**src/rtl/fwd_hazard_unit_pkg.sv**
```systemverilog
// fwd_hazard_unit_pkg: forward-select codes and pipe-tag layout shared by the hazard unit.
package fwd_hazard_unit_pkg;
  localparam int REG_AW_DEF = 5;
  localparam logic [1:0] FWD_QA  = 2'b00;
  localparam logic [1:0] FWD_R   = 2'b01;
  localparam logic [1:0] FWD_MR  = 2'b10;
  localparam logic [1:0] FWD_MDO = 2'b11;
  typedef struct packed {
    logic                  wreg;
    logic                  m2reg;
    logic [REG_AW_DEF-1:0] rn;
  } tag_t;
  localparam tag_t BUBBLE = '0;
endpackage

```
**src/rtl/fwd_hazard_unit_sel.sv**
```systemverilog
// fwd_sel: per-operand EXE/MEM tag match and youngest-wins forward select encoder.
module fwd_sel import fwd_hazard_unit_pkg::*; #(
  parameter int REG_AW = REG_AW_DEF
) (
  input  logic              act_i,
  input  logic [REG_AW-1:0] src_i,
  input  logic              ewreg_i,
  input  logic              em2reg_i,
  input  logic [REG_AW-1:0] ern_i,
  input  logic              mwreg_i,
  input  logic              mm2reg_i,
  input  logic [REG_AW-1:0] mrn_i,
  output logic [1:0]        sel_o,
  output logic              load_hit_o
);
  logic e_hit, m_hit;
  always_comb begin
    e_hit      = act_i & ewreg_i & (ern_i == src_i) & (|ern_i);
    m_hit      = act_i & mwreg_i & (mrn_i == src_i) & (|mrn_i);
    load_hit_o = e_hit & em2reg_i;
    // an EXE load hit masks any older MEM match: the operand waits a cycle instead
    sel_o      = e_hit ? (em2reg_i ? FWD_QA : FWD_R) :
                 m_hit ? (mm2reg_i ? FWD_MDO : FWD_MR) : FWD_QA;
  end
endmodule

```
**src/rtl/fwd_hazard_unit.sv**
```systemverilog
// fwd_hazard_unit: tracks EXE/MEM destination tags, drives operand forward selects,
// inserts a one-cycle load-use bubble and counts stalled cycles.
module fwd_hazard_unit import fwd_hazard_unit_pkg::*; #(
  parameter int REG_AW = REG_AW_DEF,
  parameter int CNT_W  = 16
) (
  input  logic              clk,
  input  logic              clrn,
  input  logic              d_valid,
  input  logic [REG_AW-1:0] d_rs,
  input  logic [REG_AW-1:0] d_rt,
  input  logic              d_use_rs,
  input  logic              d_use_rt,
  input  logic              d_wreg,
  input  logic              d_m2reg,
  input  logic [REG_AW-1:0] d_rn,
  input  logic              clr_cnt,
  output logic [1:0]        fwda,
  output logic [1:0]        fwdb,
  output logic              stall,
  output logic [CNT_W-1:0]  stall_cnt
);
  // tag layout {wreg, m2reg, rn}
  logic [REG_AW+1:0] e_q, e_d, m_q;
  logic [CNT_W-1:0]  cnt_q, cnt_d;
  logic              lh_a, lh_b;
  fwd_sel #(.REG_AW(REG_AW)) u_sel_a (
    .act_i(d_valid & d_use_rs), .src_i(d_rs),
    .ewreg_i(e_q[REG_AW+1]), .em2reg_i(e_q[REG_AW]), .ern_i(e_q[REG_AW-1:0]),
    .mwreg_i(m_q[REG_AW+1]), .mm2reg_i(m_q[REG_AW]), .mrn_i(m_q[REG_AW-1:0]),
    .sel_o(fwda), .load_hit_o(lh_a)
  );
  fwd_sel #(.REG_AW(REG_AW)) u_sel_b (
    .act_i(d_valid & d_use_rt), .src_i(d_rt),
    .ewreg_i(e_q[REG_AW+1]), .em2reg_i(e_q[REG_AW]), .ern_i(e_q[REG_AW-1:0]),
    .mwreg_i(m_q[REG_AW+1]), .mm2reg_i(m_q[REG_AW]), .mrn_i(m_q[REG_AW-1:0]),
    .sel_o(fwdb), .load_hit_o(lh_b)
  );
  assign stall     = lh_a | lh_b;
  assign stall_cnt = cnt_q;
  always_comb begin
    e_d   = (stall | ~d_valid) ? '0 : {d_wreg, d_m2reg, d_rn};
    cnt_d = clr_cnt ? '0 : (stall & ~&cnt_q) ? cnt_q + CNT_W'(1) : cnt_q;
  end
  always_ff @(posedge clk or negedge clrn) begin
    if (!clrn) begin
      e_q   <= '0;
      m_q   <= '0;
      cnt_q <= '0;
    end else begin
      e_q   <= e_d;
      m_q   <= e_q;
      cnt_q <= cnt_d;
    end
  end
endmodule

```
**config.mk**
```make
export PLATFORM = sky130hd
export DESIGN_NAME = fwd_hazard_unit
export DESIGN_NICKNAME = d
export VERILOG_FILES = /design/src/rtl/fwd_hazard_unit_pkg.sv /design/src/rtl/fwd_hazard_unit_sel.sv /design/src/rtl/fwd_hazard_unit.sv
export SDC_FILE = /design/constraint.sdc
export NUM_CORES = 1
export LEC_CHECK = 0
export CORE_MARGIN = 3
export CORE_UTILIZATION = 24
export CTS_BUF_LIST = sky130_fd_sc_hd__clkbuf_4
export DETAILED_ROUTE_END_ITERATION = 10
export PLACE_DENSITY = 0.44
export SETUP_SLACK_MARGIN = 0.02
export SYNTH_ARGS = -nofsm -noshare
export SYNTH_HDL_FRONTEND = slang
export SYNTH_HIERARCHICAL = 1
export SYNTH_SLANG_ARGS = --single-unit
```
**constraint.sdc**
```tcl
create_clock -name clk -period 3.1 [get_ports clk]
set_clock_uncertainty 0.05 [all_clocks]
set_input_delay 0.31 -clock clk [delete_from_list [all_inputs] [get_ports clk]]
set_output_delay 0.31 -clock clk [all_outputs]
set_load 0.01 [all_outputs]
```
======== After elaboration in Yosys (flattened, before gate mapping) ========
Index checks and enable logic that the tools add are counted.
operators by class
  $add $sub $neg .......................... 1
  $mul .................................... 0
  div/mod/pow operators ................... 0
  magnitude comparators ................... 0
  equal/unequal tests ..................... 4
  shifts and indexed selects .............. 0
  muxes and demuxes ....................... 9
  bitwise gates (word level) .............. 20
  reduce and logical (&&, ||, !) cells .... 5
operator list
  kind                     number
  $mux W16                 2
  $eq A5 B5 Y1             4
  $and A1 B1 Y1            17
  $add A16 B1 Y16 const B  1
  $reduce_and A16 Y1       1
  $reduce_or A5 Y1         2
  $mux W2                  4
  $mux W7                  1
  $mux W1                  2
  $or A1 B1 Y1             2
  $reduce_bool A2 Y1       1
  $logic_not A1 Y1         1
  $not A1 Y1               1
word-level totals
  flip-flop bits (word level) ............. 30
  latch bits .............................. 0
  memory bits (writable) .................. 0
  bits in read-only memories .............. 0
  output and inout port bits .............. 21
  memories ................................ 0

======== Longest topological paths before layout ========
  depth in word-level cells ............... 9
  gate-level depth with buffers ........... 10
  mapped depth without buffers ............ 10

======== Modules after synthesis ========
Netlist, hierarchy kept.
by module, submodules not included
  module           instances  cells each  area an instance (µm²)  seq. area each (µm²)
  fwd_hazard_unit  1          121         1,375.1                 750.7
  fwd_sel          2          25          181.4                   0.0

======== Worst setup path after synthesis ========
No wires, ideal clock.
  kind .................................... register to register
  from .................................... register e_q[0]
  to ...................................... register cnt_q[12] (netlist: stall_cnt[12])
  arrival ................................. 2,145 ps
  required time ........................... 2,922 ps
  path slack .............................. 778 ps
  cell stages (with the launch flop) ...... 10
  buffers on the path ..................... 0
  cells stage by stage .................... dfrtp_1 > xor2_1 > nor3_1 > o2111ai_2 > nor2_1 > nor2_2 > inv_1 > nand2_2 > nor4b_1 > mux2_1
between the ends
  cells in the longest elaborated chain, start to end .. 7
RTL lines
  what                                   RTL line                   text
  from (decl)                            fwd_hazard_unit.sv:24      logic [REG_AW+1:0] e_q, e_d, m_q;
  from (signal assigned)                 fwd_hazard_unit.sv:47      e_q <= '0;
  from (signal assigned)                 fwd_hazard_unit.sv:51      e_q <= e_d;
  $eq A5 B5 Y1                           fwd_hazard_unit_sel.sv:18  e_hit = act_i & ewreg_i & (ern_i == src_i) & (|ern_i);
  $and A1 B1 Y1                          fwd_hazard_unit_sel.sv:18
  $and A1 B1 Y1 *                        fwd_hazard_unit_sel.sv:18
  $and A1 B1 Y1 *                        fwd_hazard_unit_sel.sv:20  load_hit_o = e_hit & em2reg_i;
  net lh_b                               fwd_hazard_unit.sv:26      logic lh_a, lh_b;
  $or A1 B1 Y1 *                         fwd_hazard_unit.sv:39      assign stall = lh_a | lh_b;
  net stall                              fwd_hazard_unit.sv:20      output logic stall,
  $and A1 B1 Y1 *                        fwd_hazard_unit.sv:43      cnt_d = clr_cnt ? '0 : (stall & ~&cnt_q) ? cnt_q + CNT_W'(1) : cnt_q;
  $reduce_bool A2 Y1 (no source line) *  n/a
  to (signal assigned)                   fwd_hazard_unit.sv:53      cnt_q <= cnt_d;
  to (decl)                              fwd_hazard_unit.sv:25      logic [CNT_W-1:0] cnt_q, cnt_d;
The timed path passes the listed nets; every way through them passes the cells marked *.
A chain may end at the register's enable or synchronous reset.

======== Worst setup path in the final report ========
  from .................................... register e_q[0]
  to ...................................... output stall
between the ends
  cells in the longest elaborated chain, start to end .. 5
RTL lines
  what             RTL line
  $eq A5 B5 Y1     fwd_hazard_unit_sel.sv:18
  $and A1 B1 Y1    fwd_hazard_unit_sel.sv:18
  $and A1 B1 Y1 *  fwd_hazard_unit_sel.sv:18
  $and A1 B1 Y1 *  fwd_hazard_unit_sel.sv:20
  net lh_a         fwd_hazard_unit.sv:26
  $or A1 B1 Y1 *   fwd_hazard_unit.sv:39
  to (decl)        fwd_hazard_unit.sv:20
Marked as above.

==> summary.md <==
| Metric | Value |
|---|---|
| Max VDD drop | 0.161 mV |
| Synthesis-stage register bit count | 30 |
| Largest net degree at the start of global routing | 31 |
| DRT iter0 DRCs | 30 |
| Routed wire per std cell | 14.8 um |
| Top-area cell type share of the netlist area | 0.432 |
| Post-CTS Setup Bufs | 0 |
| Seq/Total Area, Yosys | 0.432 |
| First-pass GRT wire length | 7670 um |
| Tot Pwr | 819 uW |
| Die Y-Extent | 91.1 um |
| Worst setup SP type | register |
| Type of the worst setup path | reg -> out |
| Final setup TNS | 0 ps |
| Crit path buf inv count | 2 |
| Least-Margin Pin Slew | approximately 730 ps |
| Area contributors post-synth | dfrtp_1 (43%), xor2_1 (7.1%), a21oi_1 (3.7%) |
| Leak | 0.000961 uW |
| Crit path time final | 2780 ps |
| Sw Share | 0.251 |
| # rows | 30 |
| Die Wd | 91.1 um |
| CTS Buf Count | 5 |
| Die area | slightly above 8000 um2 |
| Worst path top cell family by delay | buffers and inverters |
| Share of post-route cells with drive strength above 1 | 0.127 |
| GP Congestion | just under 0.8 |
| Endpoints failing setup | 0 |
| CTS tree | built |
| Vias in the first global route | approximately 1500 |
| P&R area growth vs syn | 36.1% |
| PD cells | 346 nW/um2 |
| ANT nets after route | 0 |
| Critical path's slowest cell | clkdlybuf4s50_1 |
| WP data required | 2740 ps |
| Cell variety after synth | 46 |
| Crit path DAT | 2420 ps |
| Worst path cell trace | xor2_1, nor3_1, o2111ai_2, nor2_1, nor2_2, inv_2, clkdlybuf4s50_1 |
| Status | finished clean |
| Slowest cell delay on critical path | 560 ps |
| # DRC | 0 |
| Worst-case clock buffer depth | 2 |
| Cell Int Power | slightly above 600 uW |
| Logic pwr share | 0.104 |
| Fin. max-slew vios | 0 |
| Post-DP HPWL | around 3400 um |
| IO buf count | 43 |
| Post-Syn Instances | 171 |
| Post-synth EDFFs | 0 |
| Fmax | 359 MHz |
| Core region area | 6910 um2 |
| Routed vias | 1498 |
| Htree depth | 2 |
| Drt total wl | 4680 um |
| Main synth FF type | dfrtp_1 |
| CP endpoint kind | primary output |
| CTS clk-pin slew, worst paths | roughly 110 ps |
| Via density | 4.73 |
| First-pass iteration count of the detailed router | 4 |
| Async set or reset register ratio after synthesis | 1.00 |
| Clk Latency, worst-skew pair | 340 ps |
| Initial Util | 0.252 |
| Grt ovf | 0 |
| Clock power frac | 0.392 |
| Yosys synthesis warning count | 6 |
| Slew headroom | 0.512 |
| Largest fanout on the critical path | 6 |
| Sequential share of power | 0.505 |
| Root buffer cell | clkbuf_4 |
| Post-synthesis cell area | about 1700 um2 |
| Final hold violation count | 0 |
| MaxCap Viol Count | 0 |
| Synth area leader | dfrtp_1 |
| Post-synthesis net count | 195 |
| Psw | 206 uW |
| Clk sinks | 30 |
| HP Class | in -> async |
| All-Layer GR Usage | 0.117 |
| # diodes | 0 |
| Initial antenna violation count | 0 |
| RSZ-0062 raised after global routing | no |
| I/O Pins | 44 |
| Mean Syn Cell Area | 10.2 um2 |
| Post-layout nets | ~240 |
| Final period utilization | 0.898 |
-- cells in the mapped netlist, drive strengths merged (5+ instances only) --
| library cell | n |
|---|---|
| o21ai | 5 |
| or3 | 5 |
| dfrtp | 30 |
| nand3 | 6 |
| nand2 | 9 |
| nand4 | 7 |
| nor4 | 6 |
| and3 | 9 |
| nor2 | 8 |
| a21oi | 13 |
| or4 | 6 |
| inv | 6 |
| xor2 | 14 |
| o31ai | 5 |
| nor3 | 7 |
-- power by group through the flow --
stage / registers (uW) / logic (uW) / clock network [uW]
final: 413 / 84.8 / 321
after detailed placement: 421 / 86.0 / 0
after CTS: 414 / 86.7 / 334
after global routing: 415 / 93.9 / 354
after global placement: 422 / 86.6 / 0
after floorplan: 418 / 34.5 / 0
-- state kept, by name, indices dropped and copies added, names as in the netlist --
register / cells
stall_cnt: 16
m_q: 7
e_q: 7
-- cell type report --
type / count / area (um2)
Fill cell: 728 / 4540
Multi-Input combinational cell: 131 / 942
Sequential cell: 30 / 751
Timing Repair Buffer: 46 / 453
Tap cell: 96 / 120
Clock inverter: 3 / 40.0
Clock buffer: 5 / 37.5
Inverter: 6 / 22.5
-- cell usage in the layout (no fill, tap or decap), types with 3 or more instances in the layout --
cell type / instances
nor4_1: 3
clkdlybuf4s50_1: 43
nor2b_1: 3
a21oi_1: 13
o21bai_1: 3
and3_1: 9
o21ai_0: 5
xor2_1: 14
inv_1: 5
nor2_1: 7
clkbuf_4: 5
nand4_1: 5
buf_4: 3
nor3_1: 5
dfrtp_1: 30
or4_1: 6
o31ai_1: 5
nand3_1: 5
a211oi_1: 3
nand2_1: 8
or3_1: 5
-- per-stage QoR --
step / utilization / setup slack (ps) / hold WS (ps) / std cells / instance area (um2)
5_1_grt: 0.343 / 124 / 333 / 317 / 2370
4_1_cts: 0.343 / 132 / 317 / 317 / 2370
6_report: 0.343 / 316 / 308 / 317 / 2370
3_3_place_gp: 0.331 / 203 / 347 / 309 / 2290
3_5_place_dp: 0.331 / 211 / 338 / 309 / 2290
2_1_floorplan: - / 778 / -35.6 / 171 / 1740
-- worst paths after layout --
| check | startpoint | endpoint | slack (ps) | cells after the start |
|---|---|---|---|---|
| max | e_q[0] | stall | 320 | 7 |
| min | clrn | m_q[4] | 310 | 2 |
| max reg2reg | e_q[0] | stall_cnt[14] | 620 | 9 |
| min reg2reg | e_q[6] | m_q[6] | 360 | 0 |
| max in group asynchronous | clrn | stall_cnt[11] | 2380 | 2 |
| min in group clk | e_q[6] | m_q[6] | 360 | 0 |
-- layer usage --
metal / GRT usage / vias up / share of wire
li1: - / 744 / -
met4: 0.0427 / 0 / 0.014
met1: 0.162 / 711 / 0.50
met3: 0.0340 / 6 / 0.046
met2: 0.172 / 37 / 0.44
met5: 0 / - / 0
-- cell families (layout without fill, tap and decap cells) --
group,count (synthesis),in the layout,share of synthesized area
muxes,5,5,0.0331
AOI/OAI and AO/OA,36,36,0.140
and+or+nand+nor,73,73,0.281
xor gates and xnor gates,16,16,0.0806
buffers and inverters,10,60,0.0259
adders and majority gates,1,1,0.00720
DFF,30,30,0.432
-- what timing repair did --
action                                  4_1_cts  5_1_grt
endpoints found under the setup margin        0        1
resized for setup                             0        1
hold buffers                                  0        0
Power figures use the tool's default switching activity.
